[src/rtl/key_sel_pkg.sv]
// Shared definitions for the debounced key-to-mux-select front end:
// FSM state encodings and default debounce/long-press windows.
package key_sel_pkg;

    localparam int STATE_W = 2;

    typedef enum logic [STATE_W-1:0] {
        IDLE       = 2'd0,
        PRESS_DB   = 2'd1,
        PRESSED    = 2'd2,
        RELEASE_DB = 2'd3
    } state_e;

    localparam logic [19:0] CNT_MAX_DEF  = 20'd999_999;
    localparam logic [25:0] LONG_MAX_DEF = 26'd49_999_999;

endpackage

[src/rtl/key_sync.sv]
// Two-flop synchroniser for the raw, asynchronous key input.
// Both stages reset to 1 (the key's idle level).
module key_sync (
    input  logic sys_clk,
    input  logic sys_rst,
    input  logic d,
    output logic q
);

    logic meta_q;
    logic sync_q;

    // Two-stage capture of d into the sys_clk domain
    always_ff @(posedge sys_clk or posedge sys_rst) begin
        if (sys_rst) begin
            meta_q <= 1'b1;
            sync_q <= 1'b1;
        end else begin
            meta_q <= d;
            sync_q <= meta_q;
        end
    end

    assign q = sync_q;

endmodule

[src/rtl/key_sel_ctrl.sv]
// Debounced push-button to 2:1 mux select: sel toggles once per confirmed press.
// Optional long-press handling is enabled by defining KEY_LONG_EN.
module key_sel_ctrl
    import key_sel_pkg::*;
#(
    parameter logic [19:0] CNT_MAX  = CNT_MAX_DEF,
    parameter logic [25:0] LONG_MAX = LONG_MAX_DEF
) (
    input  logic sys_clk,
    input  logic sys_rst,
    input  logic key_in,
    output logic sel,
    output logic key_flag,
    output logic long_flag
);

    localparam int CNT_W = (CNT_MAX == 20'd0) ? 1 : $clog2(int'(CNT_MAX) + 1);
    localparam logic [CNT_W-1:0] CNT_LAST = CNT_MAX[CNT_W-1:0];

    logic             key_sync_s;
    state_e           state_q, state_d;
    logic [CNT_W-1:0] cnt_q, cnt_d;
    logic             sel_q, sel_d;
    logic             key_flag_q, key_flag_d;
`ifdef KEY_LONG_EN
    logic [25:0]      lcnt_q, lcnt_d;
    logic             long_flag_q, long_flag_d;
`endif

    key_sync u_sync (
        .sys_clk (sys_clk),
        .sys_rst (sys_rst),
        .d       (key_in),
        .q       (key_sync_s)
    );

    // Next-state, debounce counter and output decode
    always_comb begin
        state_d    = state_q;
        cnt_d      = cnt_q;
        sel_d      = sel_q;
        key_flag_d = 1'b0;
`ifdef KEY_LONG_EN
        lcnt_d      = lcnt_q;
        long_flag_d = 1'b0;
`endif
        case (state_q)
            IDLE: begin
                cnt_d = {CNT_W{1'b0}};
                if (!key_sync_s) begin
                    state_d = PRESS_DB;
                end else begin
                    state_d = IDLE;
                end
            end
            PRESS_DB: begin
                if (key_sync_s) begin
                    state_d = IDLE;
                    cnt_d   = {CNT_W{1'b0}};
                end else if (cnt_q == CNT_LAST) begin
                    state_d    = PRESSED;
                    cnt_d      = {CNT_W{1'b0}};
                    key_flag_d = 1'b1;
                    sel_d      = ~sel_q;
`ifdef KEY_LONG_EN
                    lcnt_d     = 26'd0;
`endif
                end else begin
                    cnt_d = cnt_q + CNT_W'(1);
                end
            end
            PRESSED: begin
                cnt_d = {CNT_W{1'b0}};
                if (key_sync_s) begin
                    state_d = RELEASE_DB;
                end else begin
                    state_d = PRESSED;
                end
`ifdef KEY_LONG_EN
                // Counter stops one past the threshold so a held key fires only once
                if (lcnt_q == LONG_MAX) begin
                    long_flag_d = 1'b1;
                    sel_d       = 1'b0;
                end else begin
                    long_flag_d = 1'b0;
                end
                if (lcnt_q <= LONG_MAX) begin
                    lcnt_d = lcnt_q + 26'd1;
                end else begin
                    lcnt_d = lcnt_q;
                end
`endif
            end
            RELEASE_DB: begin
                if (!key_sync_s) begin
                    state_d = PRESSED;
                    cnt_d   = {CNT_W{1'b0}};
                end else if (cnt_q == CNT_LAST) begin
                    state_d = IDLE;
                    cnt_d   = {CNT_W{1'b0}};
                end else begin
                    cnt_d = cnt_q + CNT_W'(1);
                end
            end
            default: begin
                state_d = IDLE;
                cnt_d   = {CNT_W{1'b0}};
            end
        endcase
    end

    // FSM state, debounce counter and registered outputs
    always_ff @(posedge sys_clk or posedge sys_rst) begin
        if (sys_rst) begin
            state_q    <= IDLE;
            cnt_q      <= {CNT_W{1'b0}};
            sel_q      <= 1'b0;
            key_flag_q <= 1'b0;
        end else begin
            state_q    <= state_d;
            cnt_q      <= cnt_d;
            sel_q      <= sel_d;
            key_flag_q <= key_flag_d;
        end
    end

`ifdef KEY_LONG_EN
    // Long-press counter and its one-cycle flag
    always_ff @(posedge sys_clk or posedge sys_rst) begin
        if (sys_rst) begin
            lcnt_q      <= 26'd0;
            long_flag_q <= 1'b0;
        end else begin
            lcnt_q      <= lcnt_d;
            long_flag_q <= long_flag_d;
        end
    end

    assign long_flag = long_flag_q;
`else
    // LONG_MAX stays on the interface so both builds share one parameter list
    localparam logic LONG_TIE = (LONG_MAX == 26'd0) & 1'b0;
    assign long_flag = LONG_TIE;
`endif

    assign sel      = sel_q;
    assign key_flag = key_flag_q;

endmodule

[config.mk]
export PLATFORM = sky130hd
export DESIGN_NAME = key_sel_ctrl
export DESIGN_NICKNAME = d
export VERILOG_FILES = /design/src/rtl/key_sel_pkg.sv /design/src/rtl/key_sync.sv /design/src/rtl/key_sel_ctrl.sv
export SDC_FILE = /design/constraint.sdc
export NUM_CORES = 1
export LEC_CHECK = 0
export CORE_ASPECT_RATIO = 1.1
export CORE_MARGIN = 2
export CORE_UTILIZATION = 47
export CTS_CLUSTER_DIAMETER = 30
export DETAILED_ROUTE_END_ITERATION = 12
export HOLD_SLACK_MARGIN = 0.08
export PLACE_DENSITY = 0.67
export SYNTH_ARGS = -nofsm -noshare
export SYNTH_HDL_FRONTEND = slang
export SYNTH_SLANG_ARGS = --single-unit
[constraint.sdc]
create_clock -name sys_clk -period 1.55 [get_ports sys_clk]
set_clock_uncertainty 0.15 [all_clocks]
set_input_delay 0.465 -clock sys_clk [delete_from_list [all_inputs] [get_ports sys_clk]]
set_output_delay 0.465 -clock sys_clk [all_outputs]
set_load 0.05 [all_outputs]
==> results.md <==
- Status: finished, violations left
- Failing checks: setup timing
- Mapped cell area: 1260 um^2
- Drt first pass iters: 5
- Final instance area: around 1900 um^2
- Critical Path AT: 1.74 ns
- Yosys cell types: 31
- Max Fanout on Critical Path: 5
- Yosys top cell area share: 0.476
- Routed via count: 1120
- Share of cells above drive strength 1: 0.488
- Initial antenna violation count: 0
- # diodes: 0
- Worst vdd ir: 533 uV
- # setup viols final: 22
- Hold_buf cts: 0
- Most common cell after layout, fill and taps aside: buf_4
- H-tree level count: 1
- 1st-iter DRT viols: 30
- Die Y: between 50 and 60 um
- Post-synth EDFFs: 0
- DP Cell Count: roughly 190
- Final wirelength: between 3000 and 4000 um
- Pins Over Slew Limit: 0
- Worst hold path class: flip-flop to flip-flop
- Max Cap Viol: 0
- Initial Util: 0.501
- Global-route wire length before repair: 4820 um
- Top cells by area, synth: dfrtp_1 (48%), xnor2_1 (9.0%), nor2_1 (5.6%)
- Synth Instances: 125
- TritonCTS clock tree: built
- Slowest stage cell on the critical path: dfrtp_2
- Clk pin slew, worst setup/hold paths: 0.14 ns
- Register area: approximately 660 um^2
- Period utilization: 1.06
- TritonCTS buffer count: 3
- Antenna Nets Post-Route: 0
- Layout Cells excl Fill: 199
- Clock Latency Late Sink: 0.34 ns
- Crit path kind: flip-flop to flip-flop
- Leak Pwr: 0.792 nW
- Pre-CTS WS: -0.0869 ns
- Ys flop type: dfrtp_1
- Total track usage: 0.211
- Largest net degree at the start of global routing: 21
- Wire length per cell: 16.4 um
- # IOs: 6
- CP peak stage delay: 0.47 ns
- Syn. warnings: 0
- Core area: 2520 um^2
- Vias/cell: roughly 5.6
- #FFs+latches synth: 26
- Post-synthesis sequential area ratio: 0.517
- Cell family with most CP delay: simple AND/OR/NAND/NOR gates
- Commonest non-fill, non-tap cells in the layout: buf_4 (36), dfrtp_1 (21), nor2_1 (13), xnor2_1 (12), nand3_1 (8)
- Setup crit start kind: flip-flop
- Area of the multi-input gates: roughly 720 um^2
- Vias in the first global route: between 1000 and 1500
- Syn nets: 129
- Largest area contributor in the netlist: dfrtp_1
- Nets@finish: roughly 170
- # fillers: 180
- Row cnt: 19
- Final WS setup: -0.0975 ns
- PwrDens: 607 nW/um^2
- Critical-path cell list: nor4_2, and4_4, a21o_4, clkbuf_16, a21oi_2
- Placed Area: 1600 um^2
- Die area: 3120 um^2
- DIE WIDTH: 53.4 um
- Worst-case clock buffer depth: 2
- PortBufs: 4
- Unrepaired setup endpoints after global routing: true
- Gpl congestion: just over 0.8
- GRT Residual Overflow: 0
- Dpl hpwl: 1980 um
- Syn-to-layout area delta: 47.7%
- Clk root buf: clkbuf_4
- Final hold violation count: 0
- Mapped Avg Cell Area: 10.1 um^2
- WP buf/inv: 1
- # DRC: 0
- Asr flop ratio synth: 1.00
- Clock Sinks: 26
- Kind of end point of the critical path: flip-flop
- Worst EP required: 1.64 ns
- Fmax: around 610 MHz
- Period minus WS final: 1.65 ns
- Tot Pwr: ~1.1 mW
per-layer routing:
metal	wire length (um)	vias up	global-route usage	share of wire
met3	134	9	0.0305	0.041
met2	1790	38	0.351	0.55
met1	1260	559	0.261	0.39
met4	87	0	0.114	0.027
met5	0	-	0	0
li1	-	514	-	-
cells by family after synthesis:
family,Yosys count,synth area share
flops,26,0.517
compound gates,7,0.0396
other cells,1,0.00297
buf+inv,10,0.0347
simple gates,62,0.270
fa+ha+maj,1,0.00991
mux,1,0.00793
xor+xnor,17,0.118
final timing paths:
kind | from | to | slack (ns) | depth (start not counted)
worst min register to register | u_sync.meta_q | u_sync.q | 0.22 | 0
worst min-delay path | u_sync.meta_q | u_sync.q | 0.22 | 0
worst max register to register | cnt_q[8] | cnt_q[18] | -0.1 | 5
min in group asynchronous | sys_rst | cnt_q[17] | 0.26 | 3
worst max-delay path | cnt_q[8] | cnt_q[18] | -0.1 | 5
max in group asynchronous | sys_rst | u_sync.q | 0.73 | 3
what timing repair did:
| action | 4_1_cts | 5_1_grt |
|---|---|---|
| cloned | 0 | 2 |
| setup endpoints to repair | 24 | 24 |
| pin swaps | 4 | 5 |
| setup buffers | 5 | 1 |
| resized for setup | 4 | 28 |
report_power, final:
part	internal [mW]	total [mW]	switching, mW
registers	0.687	0.694	0.00730
logic	0.0367	0.0804	0.0437
clock network	0.144	0.356	0.212
total	0.868	1.13	0.263
cell usage after synthesis (all sizes together), types with 4 or more instances:
cell   count
nor2      19
inv        6
nor3       5
nand2      6
xor2       4
nor4       6
nand3     10
xnor2     13
and3       4
dfrtp     24
sequential cells by signal, indices dropped and copies added (netlist names), named ones only:
signal	cells
state_q	1
cnt_q	20
key_flag	1
sel	1
u_sync.meta_q	1
u_sync.q	1
layout make-up:
class	instances	share of cell area
multi-input cells	89	0.388
well taps	31	0.0208
repair buffers	43	0.207
clock buffers	4	0.0195
flip-flops and latches	26	0.352
inverters	6	0.0121
metrics by stage:
stage	utilization	setup TNS (ns)	hold WS [ns]
2_1_floorplan	-	-0.0963	0.195
3_3_place_gp	0.637	-1.89	0.196
3_5_place_dp	0.637	-1.45	0.197
4_1_cts	0.672	-1.08	0.216
5_1_grt	0.740	-3.55	0.220
6_report	0.740	-1.67	0.218
Note: power is estimated with default switching activity, not from simulation.
